<file path="src/rtl/regfile_pkg.sv">
// regfile_pkg: shared sizes and grant encoding for the register-file writeback path
package regfile_pkg;
  localparam int NUM_REGS = 32;
  localparam int ADDR_W = 5;
  localparam int DATA_W = 32;
  localparam logic [ADDR_W-1:0] ZERO_REG = '0;
  typedef enum logic {GRANT_A, GRANT_B} grant_t;
endpackage

</file>
<file path="src/rtl/wb_rr_arbiter.sv">
// wb_rr_arbiter: two-source round-robin grant with last-grant memory
module wb_rr_arbiter
  import regfile_pkg::*;
(
  input  logic clk,
  input  logic reset,
  input  logic a_valid_i,
  input  logic b_valid_i,
  input  logic stall_i,
  output logic a_gnt_o,
  output logic b_gnt_o
);
  grant_t last_q, last_d;
  always_comb begin
    a_gnt_o = !reset && !stall_i && a_valid_i && (!b_valid_i || last_q == GRANT_B);
    b_gnt_o = !reset && !stall_i && b_valid_i && (!a_valid_i || last_q == GRANT_A);
    last_d = a_gnt_o ? GRANT_A : b_gnt_o ? GRANT_B : last_q;
  end
  always_ff @(posedge clk) begin
    if (reset) last_q <= GRANT_B;
    else last_q <= last_d;
  end
endmodule

</file>
<file path="src/rtl/regfile_wb_arbiter.sv">
// regfile_wb_arbiter: shares the register-file write port between two writeback
// sources and tracks in-flight destination registers for hazard detection
module regfile_wb_arbiter #(
  parameter int NUM_REGS = regfile_pkg::NUM_REGS,
  parameter int ADDR_W = regfile_pkg::ADDR_W,
  parameter int DATA_W = regfile_pkg::DATA_W
) (
  input  logic                clk,
  input  logic                reset,
  input  logic                AValid,
  input  logic [ADDR_W-1:0]   AReg,
  input  logic [DATA_W-1:0]   AData,
  output logic                AReady,
  input  logic                BValid,
  input  logic [ADDR_W-1:0]   BReg,
  input  logic [DATA_W-1:0]   BData,
  output logic                BReady,
  input  logic                WbStall,
  input  logic                Reserve,
  input  logic [ADDR_W-1:0]   ReserveReg,
  input  logic [ADDR_W-1:0]   QueryReg1,
  input  logic [ADDR_W-1:0]   QueryReg2,
  output logic                Busy1,
  output logic                Busy2,
  output logic [NUM_REGS-1:0] Pending,
  output logic                RegWrite,
  output logic [ADDR_W-1:0]   WriteReg,
  output logic [DATA_W-1:0]   WriteData
);
  import regfile_pkg::*;
  logic a_rdy, b_rdy, reg_write_q, reg_write_d;
  logic [ADDR_W-1:0] sel_reg, write_reg_q, write_reg_d;
  logic [DATA_W-1:0] sel_data, write_data_q, write_data_d;
  logic [NUM_REGS-1:0] pending_q, pending_d;
  wb_rr_arbiter u_arb (
    .clk       (clk),
    .reset     (reset),
    .a_valid_i (AValid),
    .b_valid_i (BValid),
    .stall_i   (WbStall),
    .a_gnt_o   (a_rdy),
    .b_gnt_o   (b_rdy)
  );
  // Register-0 transfers are consumed but never reach the file, so the write
  // stage keeps its last index/data for them just as on an idle cycle.
  always_comb begin
    sel_reg = a_rdy ? AReg : BReg;
    sel_data = a_rdy ? AData : BData;
    reg_write_d = (a_rdy || b_rdy) && sel_reg != ADDR_W'(ZERO_REG);
    write_reg_d = reg_write_d ? sel_reg : write_reg_q;
    write_data_d = reg_write_d ? sel_data : write_data_q;
    pending_d = pending_q;
    if (reg_write_q) pending_d[write_reg_q] = 1'b0;
    if (Reserve) pending_d[ReserveReg] = 1'b1;
    pending_d[0] = 1'b0;
  end
  always_ff @(posedge clk) begin
    if (reset) begin
      reg_write_q <= 1'b0;
      write_reg_q <= '0;
      write_data_q <= '0;
      pending_q <= '0;
    end else begin
      reg_write_q <= reg_write_d;
      write_reg_q <= write_reg_d;
      write_data_q <= write_data_d;
      pending_q <= pending_d;
    end
  end
  assign AReady = a_rdy;
  assign BReady = b_rdy;
  assign Busy1 = pending_q[QueryReg1];
  assign Busy2 = pending_q[QueryReg2];
  assign Pending = pending_q;
  assign RegWrite = reg_write_q;
  assign WriteReg = write_reg_q;
  assign WriteData = write_data_q;
endmodule

</file>
<file path="config.mk">
export PLATFORM = sky130hd
export DESIGN_NAME = regfile_wb_arbiter
export DESIGN_NICKNAME = d
export VERILOG_FILES = /design/src/rtl/regfile_pkg.sv /design/src/rtl/wb_rr_arbiter.sv /design/src/rtl/regfile_wb_arbiter.sv
export SDC_FILE = /design/constraint.sdc
export NUM_CORES = 1
export LEC_CHECK = 0
export CAP_MARGIN = 0
export CORE_ASPECT_RATIO = 0.8
export CORE_MARGIN = 5
export CORE_UTILIZATION = 38
export DETAILED_ROUTE_END_ITERATION = 10
export PLACE_DENSITY = 0.77
export SETUP_SLACK_MARGIN = 0.2
export SYNTH_ARGS = -nofsm -noshare
export SYNTH_HDL_FRONTEND = slang
export SYNTH_SLANG_ARGS = --single-unit
</file>
<file path="constraint.sdc">
create_clock -name clk -period 1.7 [get_ports clk]
set_clock_uncertainty 0.1 [all_clocks]
set_input_delay 0.255 -clock clk [delete_from_list [all_inputs] [get_ports clk]]
set_output_delay 0.255 -clock clk [all_outputs]
set_load 0.01 [all_outputs]
</file>
**After elaboration in Yosys (flattened, before gate mapping)**

Index checks and enable logic that the tools add are counted.

- Input port bits: 95
- Output and inout bits: 74
- Register bits: 71
- Logic and storage cells: 47

- Muxes and demuxes: 14
- Reduce and logical (&&, ||, !) cells: 17
- Bitwise operators: 4
- $lt $le $gt $ge: 6

Operators with widths:

| cell | count |
|---|---|
| $mux 32 | 3 |
| $and 32x32->32 | 1 |
| $not 32->32 | 1 |
| $or 32x32->32 | 1 |
| $lt 5x6->1 const B | 4 |
| $bmux 1 s5 | 2 |
| $demux 1 s5 | 2 |
| $ge 5x1->1 const B | 2 |
| $logic_and 1x1->1 | 8 |
| $mux 1 | 6 |
| $mux 5 | 1 |
| $reduce_bool 5->1 | 1 |
| $logic_not 1->1 | 4 |
| $logic_or 1x1->1 | 3 |
| $reduce_bool 2->1 | 1 |
| $not 1->1 | 1 |

**Longest topological paths before layout**

Gate-level depths: netlist of the first run.

- Depth in word-level cells: 9
- Depth in mapped cells: 8
- Depth with buffers taken out: 5

**Cells and area by module**

From an unflattened synthesis of the first run, not the netlist that was laid out.

- Cell total of the unflattened synthesis: 426
- Area total of the unflattened synthesis: 3833.7 µm²

By module, submodules not included:

| module | sequential area each (µm²) | area each (µm²) | cells each | instances |
|---|---|---|---|---|
| regfile_wb_arbiter | 1381.3 | 3757.4 | 416 | 1 |
| wb_rr_arbiter | 20.0 | 76.3 | 10 | 1 |

**Least setup slack after synthesis of the first run**

Ideal clock, no wire load.

- Path kind: input port to output port
- Start point: in QueryReg2[2]
- End point: out Busy2
- Stages: 5
- Arrival: 1.597 ns
- Data required time: 1.345 ns
- Path buffers: 1
- Slack: -0.252 ns
- Cell sequence: buf_6 > mux4_2 > mux2i_1 > nor3b_1 > or4_1

- Cells in the longest elaborated chain, start to end: 2

Ends and longest elaborated chain:

| what | line | RTL |
|---|---|---|
| from (decl) | regfile_wb_arbiter.sv:22 | `input logic [ADDR_W-1:0] QueryReg2,` |
| $bmux 1 s5 | regfile_wb_arbiter.sv:73 | `assign Busy2 = pending_q[QueryReg2];` |
| $mux 1 (not written as such) | regfile_wb_arbiter.sv:73 |  |
| to (decl) | regfile_wb_arbiter.sv:24 | `output logic Busy2,` |

Every way passes these cells. The select of a mux whose other input is x is not followed.

**Worst setup path after layout of the first run**

- Start point: reg pending_q[27] (netlist: Pending[27])
- End point: out Busy2

- Cells in the longest elaborated chain, start to end: 2

Ends and longest elaborated chain:

| what | line | RTL |
|---|---|---|
| from (decl) | regfile_wb_arbiter.sv:34 | `logic [NUM_REGS-1:0] pending_q, pending_d;` |
| from (signal assigned) | regfile_wb_arbiter.sv:67 | `pending_q <= pending_d;` |
| $bmux 1 s5 | regfile_wb_arbiter.sv:73 |  |
| $mux 1 (not written as such) | regfile_wb_arbiter.sv:73 |  |

Every way passes these cells. The select of a mux whose other input is x is not followed.

==> reports/qor.txt, run 1 <==
Post-DRT Antenna Nets: 0
Pwr dens: 651 nW/um2
CP bufs+invs: 1
Synth cell count leaders: dfxtp_1, nand3_1, nand2_1
Period utilization: 136%
Worst Path Required: 1340 ps
Critical-path cell list: mux4_2 > nor2b_2 > nor3_1 > or4_4 > buf_6
Leakage: 2.71 nW
Total congestion overflow: 0
Worst slew pin tran: 764 ps
Via density per instance: 6.05
H-tree depth: 3
Worst vdd ir: 0.605 mV
Maxcap violations: 0
Clock Tree Buf Depth: 2
Footprint of the multi-input gates: 2300 um2
# rows: 32
Drt drc: 0
Final Max Tran Viols: 0
Routed wire length: 17100 um
Number of global-route vias before repair: 4763
Worst hold slack: 227 ps
Wire per inst: 21.1 um
Part of the Yosys area used for sequential elements: 37.0%
DR pass1 iterations: 6
CP max-delay cell: or4_4
PortBufs: 167
Synth area leader: dfxtp_1
# fillers: 789
Die height: 99.3 um
Synth Warn #: 0
Fin area: 6630 um2
DRT met1 WL: 6790 um
Hold Crit Class: in -> reg
CTS tree: built
Gr usage total: 26.5%
Largest delay share family, worst path: simple AND/OR/NAND/NOR gates
Sinks on Clock Net: 70
EDFF count, synth: 0
Register area: 1440 um2
Failing checks: setup timing
CTS Buf Count: 9
Syn Nets: 552
Hold buffer count at cts: 0
Max incr delay on CP: 530 ps
Starting Density: 39.1%
Setup ws final: -619 ps
Die Wd: 122 um
WL met3: 1830 um
Fin util: 68.4%
Core area: 9690 um2
Final setup viols: 2
Layout Nets: 764
Dpl hpwl: 12000 um
Routed via count: 4908
Largest net degree at the start of global routing: 70
Mapped Cells: 457
Relative slew slack: 49.1%
Share of synthesized registers carrying an async set or reset: 0%
CP Launch Type: flop
Avg Cell Area, Syn: 8.30 um2
Top cells by area, synth: dfxtp_1, nand3_1, o221ai_1
Drt initial violations: 443
Status: finished with violations
Fmax: 0.431 GHz
Antenna violations before repair: 1
Synth-to-layout area growth: 74.8%
Crit Path Max Fanout: 2
Met2 wire len: 7890 um
Routability Congestion: 0.933
Die area: 12100 um2
Synth top area share: 37.0%
Layout cells sized above 1: 25.7%
WS Path Type: reg -> out
Clock slew at reported path FFs: 60 ps
I/O pin cnt: 169
Most used flip-flop cell after synthesis: dfxtp_1
Tmin final: 2320 ps
Placed inst area: 5980 um2
Synthesis-stage register bit count: 70
Global-route wire length before repair: 25500 um
RSZ-0062 raised after global routing: true
Worst skew pair latency: 340 ps
Top routing layer used: met4
Mapped Area: 3790 um2
Pre-CTS setup slack: -1340 ps
Root buf cell: clkbuf_16
Crit. End Element: primary output
Count leader, synth: dfxtp_1
Unique cell type count in the Yosys netlist: 43
Hold Fails Final Rpt: 0
Crit path DAT: 1960 ps
==> report_power, final <==
| part | leakage (nW) | internal (mW) | switching [mW] | total (mW) |
|---|---|---|---|---|
| Combinational | 2.00 | 0.461 | 0.380 | 0.842 |
| Clock | 0.128 | 0.982 | 0.740 | 1.72 |
| Sequential | 0.580 | 1.70 | 0.0485 | 1.75 |
| Total | 2.71 | 3.14 | 1.17 | 4.31 |
==> path summary, 6_finish.rpt <==
path | cells after the start | endpoint | slack (ps) | startpoint
worst max-delay path | 5 | Busy2 | -620 | Pending[27]
worst min-delay path | 3 | WriteReg[2] | 230 | BReg[2]
worst max register to register | 5 | WriteData[5] | 200 | u_arb.last_q
worst min register to register | 2 | WriteData[22] | 400 | WriteData[22]
==> cell families after synthesis <==
logic type             share of synthesized area (%)
AOI/OAI and AO/OA                               26.8
buffers and inverters                           6.17
DFF                                             37.0
muxes                                           8.35
other                                         0.0989
and+or+nand+nor                                 21.7
==> registers in the layout (all words and copies together) (netlist names) <==
register and cells:
WriteData 32, Pending 31, WriteReg 5, RegWrite 1, u_arb.last_q 1
==> layout make-up <==
type / count / area share [%]
multi-input cells: 334 / 34.7
diodes: 1 / 0.0378
clock inverters: 6 / 0.585
well taps: 136 / 2.57
repair buffers: 249 / 36.6
clock buffers: 10 / 3.46
flip-flops and latches: 70 / 21.7
inverters: 5 / 0.397
==> what timing repair did <==
item,CTS,global route
gates cloned,1,4
buffers inserted,4,5
resized for setup,165,38
setup endpoints to repair,118,61
pin swaps,10,12
==> cells in the final DEF (no fill, tap or decap), drive strengths merged, types with 2 or more instances in the layout <==
master         instances
nand2b                 2
mux2i                  5
clkbuf                16
o221ai                35
dlygate4sd2           73
and3                   2
a211oi                 3
and2                   2
a311oi                 2
nor2                   9
clkinv                 4
buf                   84
nor3b                  5
clkdlybuf4s15          3
a31oi                 32
dfxtp                 70
nand2                 41
dlymetal6s2s           4
nor3                   4
or2b                   2
o2111ai                2
inv                    5
o21ai                 33
mux2                   3
nor2b                  8
nand3                 69
clkdlybuf4s50         79
a221oi                 3
a2111oi                2
and3b                  4
mux4                  10
or3b                   3
nand3b                 5
a21oi                 34
clkinvlp               2
a22oi                  5
==> worst min-delay path, stage by stage <==
cell and delay, ps:
dlymetal6s2s_1 130, a22oi_1 80, a21oi_1 150
==> routing by layer <==
metal | vias up | global-route usage (%)
met5 | - | 0
met4 | 0 | 9.73
met3 | 56 | 7.11
met2 | 349 | 40.8
met1 | 2310 | 35.7
li1 | 2193 | -
==> through the flow <==
stage | TNS [ps] | power (mW) | cells
6_report | -1070 | 4.31 | 811
5_1_grt | -1160 | 4.48 | 811
4_1_cts | -1090 | 4.27 | 801
3_5_place_dp | -13350 | 2.57 | 780
3_3_place_gp | -11440 | 2.56 | 780
2_1_floorplan | -193 | 2.09 | 457
Power figures use the tool's default switching activity.
==> inputs of run 2 (changes only) <==
- SETUP_SLACK_MARGIN: 0.2 -> 0.5
==> run 2 against run 1 <==
Worst setup slack got worse by 180 ps. Via count up 27%. Cell count up 7.2%. Count of clock-buffer cells in the layout is 1 higher. Non-clock buffer count up 57. Combinational power rose by 52%. The run still ends with setup timing left. Cell area rose by 31%.
==> reports/qor.txt, run 2 (same netlist as run 1, synthesis figures left out) <==
Status: finished with violations
Failing checks: setup timing
Register area: 1520 um2
Total congestion overflow: 0
Placed insts: 785
Clock Tree Buf Depth: 2
Antenna violations before repair: 2
Crit Path Max Fanout: 2
Dpl hpwl: 12300 um
Largest net degree at the start of global routing: 70
PortBufs: 167
CTS tree: built
Synth-to-layout area growth: 129%
Crit path DAT: 2140 ps
Final Max Tran Viols: 0
Final setup viols: 7
Drt initial violations: 931
CP Launch Type: flop
Period utilization: 147%
Hold Crit Class: in -> reg
Total power: 5.46 mW
Via density per instance: 7.17
Worst Path Required: 1340 ps
# fillers: 337
Routed wire length: 28200 um
Fmax: 0.401 GHz
Wire per inst: 32.4 um
Gr usage total: 35.9%
Drt drc: 0
Setup ws final: -796 ps
Routability Congestion: 0.986
Maxcap violations: 0
Routed via count: 6231
I/O pin cnt: 169
Reg2Reg Depth: 8
Number of global-route vias before repair: 5657
Clock slew at reported path FFs: 80 ps
Commonest non-fill, non-tap cell in the layout: buf_6
Root buf cell: clkbuf_16
Final std cells w/o fill: 869
Hold buffer count at cts: 0
Pwr dens: 628 nW/um2
Hold depth: 3
Largest register FFs: 32
Fin util: 89.6%
Most frequent cells in the layout: buf_6, clkdlybuf4s50_1, dfxtp_2
Worst slew pin tran: 990 ps
Layout Nets: 821
Worst vdd ir: 1.02 mV
Worst hold slack: 287 ps
Layout cells sized above 1: 65.9%
Die Wd: 122 um
WS Path Type: reg -> out
Hold Fails Final Rpt: 0
Die area: 12100 um2
Worst skew pair latency: 360 ps
RSZ-0062 raised after global routing: true
Global-route wire length before repair: 33500 um
Footprint of the multi-input gates: 3190 um2
Post-DRT Antenna Nets: 0
Core area: 9690 um2
Relative slew slack: 34.0%
Starting Density: 39.1%
Crit. End Element: primary output
Die height: 99.3 um
Sinks on Clock Net: 70
H-tree depth: 3
DR pass1 iterations: 5
Leakage: 3.22 nW
Tmin final: 2500 ps
CTS Buf Count: 9
# rows: 32
Setup TNS Final: -1560 ps
## run 2: worst paths after layout
check,from,endpoint,slack (ps)
max reg2reg,u_arb.last_q,WriteData[25],-120
max,Pending[23],Busy2,-800
min,AReg[4],WriteReg[4],290
min reg2reg,WriteData[11],WriteData[11],400
## run 2: repair_timing
action	4_1_cts	5_1_grt
endpoints found under the setup margin	142	129
buffers inserted	29	21
resized for setup	560	153
cloned	14	2
pin swaps	77	72
## run 2: layout make-up
type | instances | area share (%)
Antenna cell | 2 | 0.0576
Clock buffer | 11 | 2.91
Clock inverter | 5 | 1.20
Inverter | 5 | 0.331
Multi-Input combinational cell | 334 | 36.8
Sequential cell | 70 | 17.5
Tap cell | 136 | 1.96
Timing Repair Buffer | 306 | 39.3
## run 2: through the flow
stage | area [um2] | setup slack [ps]
6_report | 8680 | -796
5_1_grt | 8680 | -804
4_1_cts | 7800 | -635
3_5_place_dp | 6400 | -1390
3_3_place_gp | 6400 | -1230
2_1_floorplan | 4450 | -193
## run 2: metal layers
metal  share of wire (%)  vias up  routed length [um]  GRT usage (%)
met2                  43      685               12200           57.5
met4                 8.8        2                2480           18.3
met1                  34     2966                9670           43.8
met3                  14      244                3870           10.9
met5               0.043        -                  12              0
li1                    -     2334                   -              -
## run 2: report_power, final
group / switching [mW] / internal (mW) / total, mW / leakage, nW
Sequential: 0.0715 / 1.70 / 1.77 / 0.604
Clock: 0.884 / 1.52 / 2.40 / 0.176
Combinational: 0.618 / 0.663 / 1.28 / 2.44
## run 2: worst max-delay path, cell delays in order (launching register included)
cell and delay (ps):
dfxtp_2 350, mux4_2 550, mux2i_1 220, nor3b_1 80, or4_4 430, buf_6 140
==> inputs of run 3 (changes only) <==
- SLEW_MARGIN: unset -> 20
==> results of run 3 <==
Final layout, timing and power as in run 2 (identical DEF).
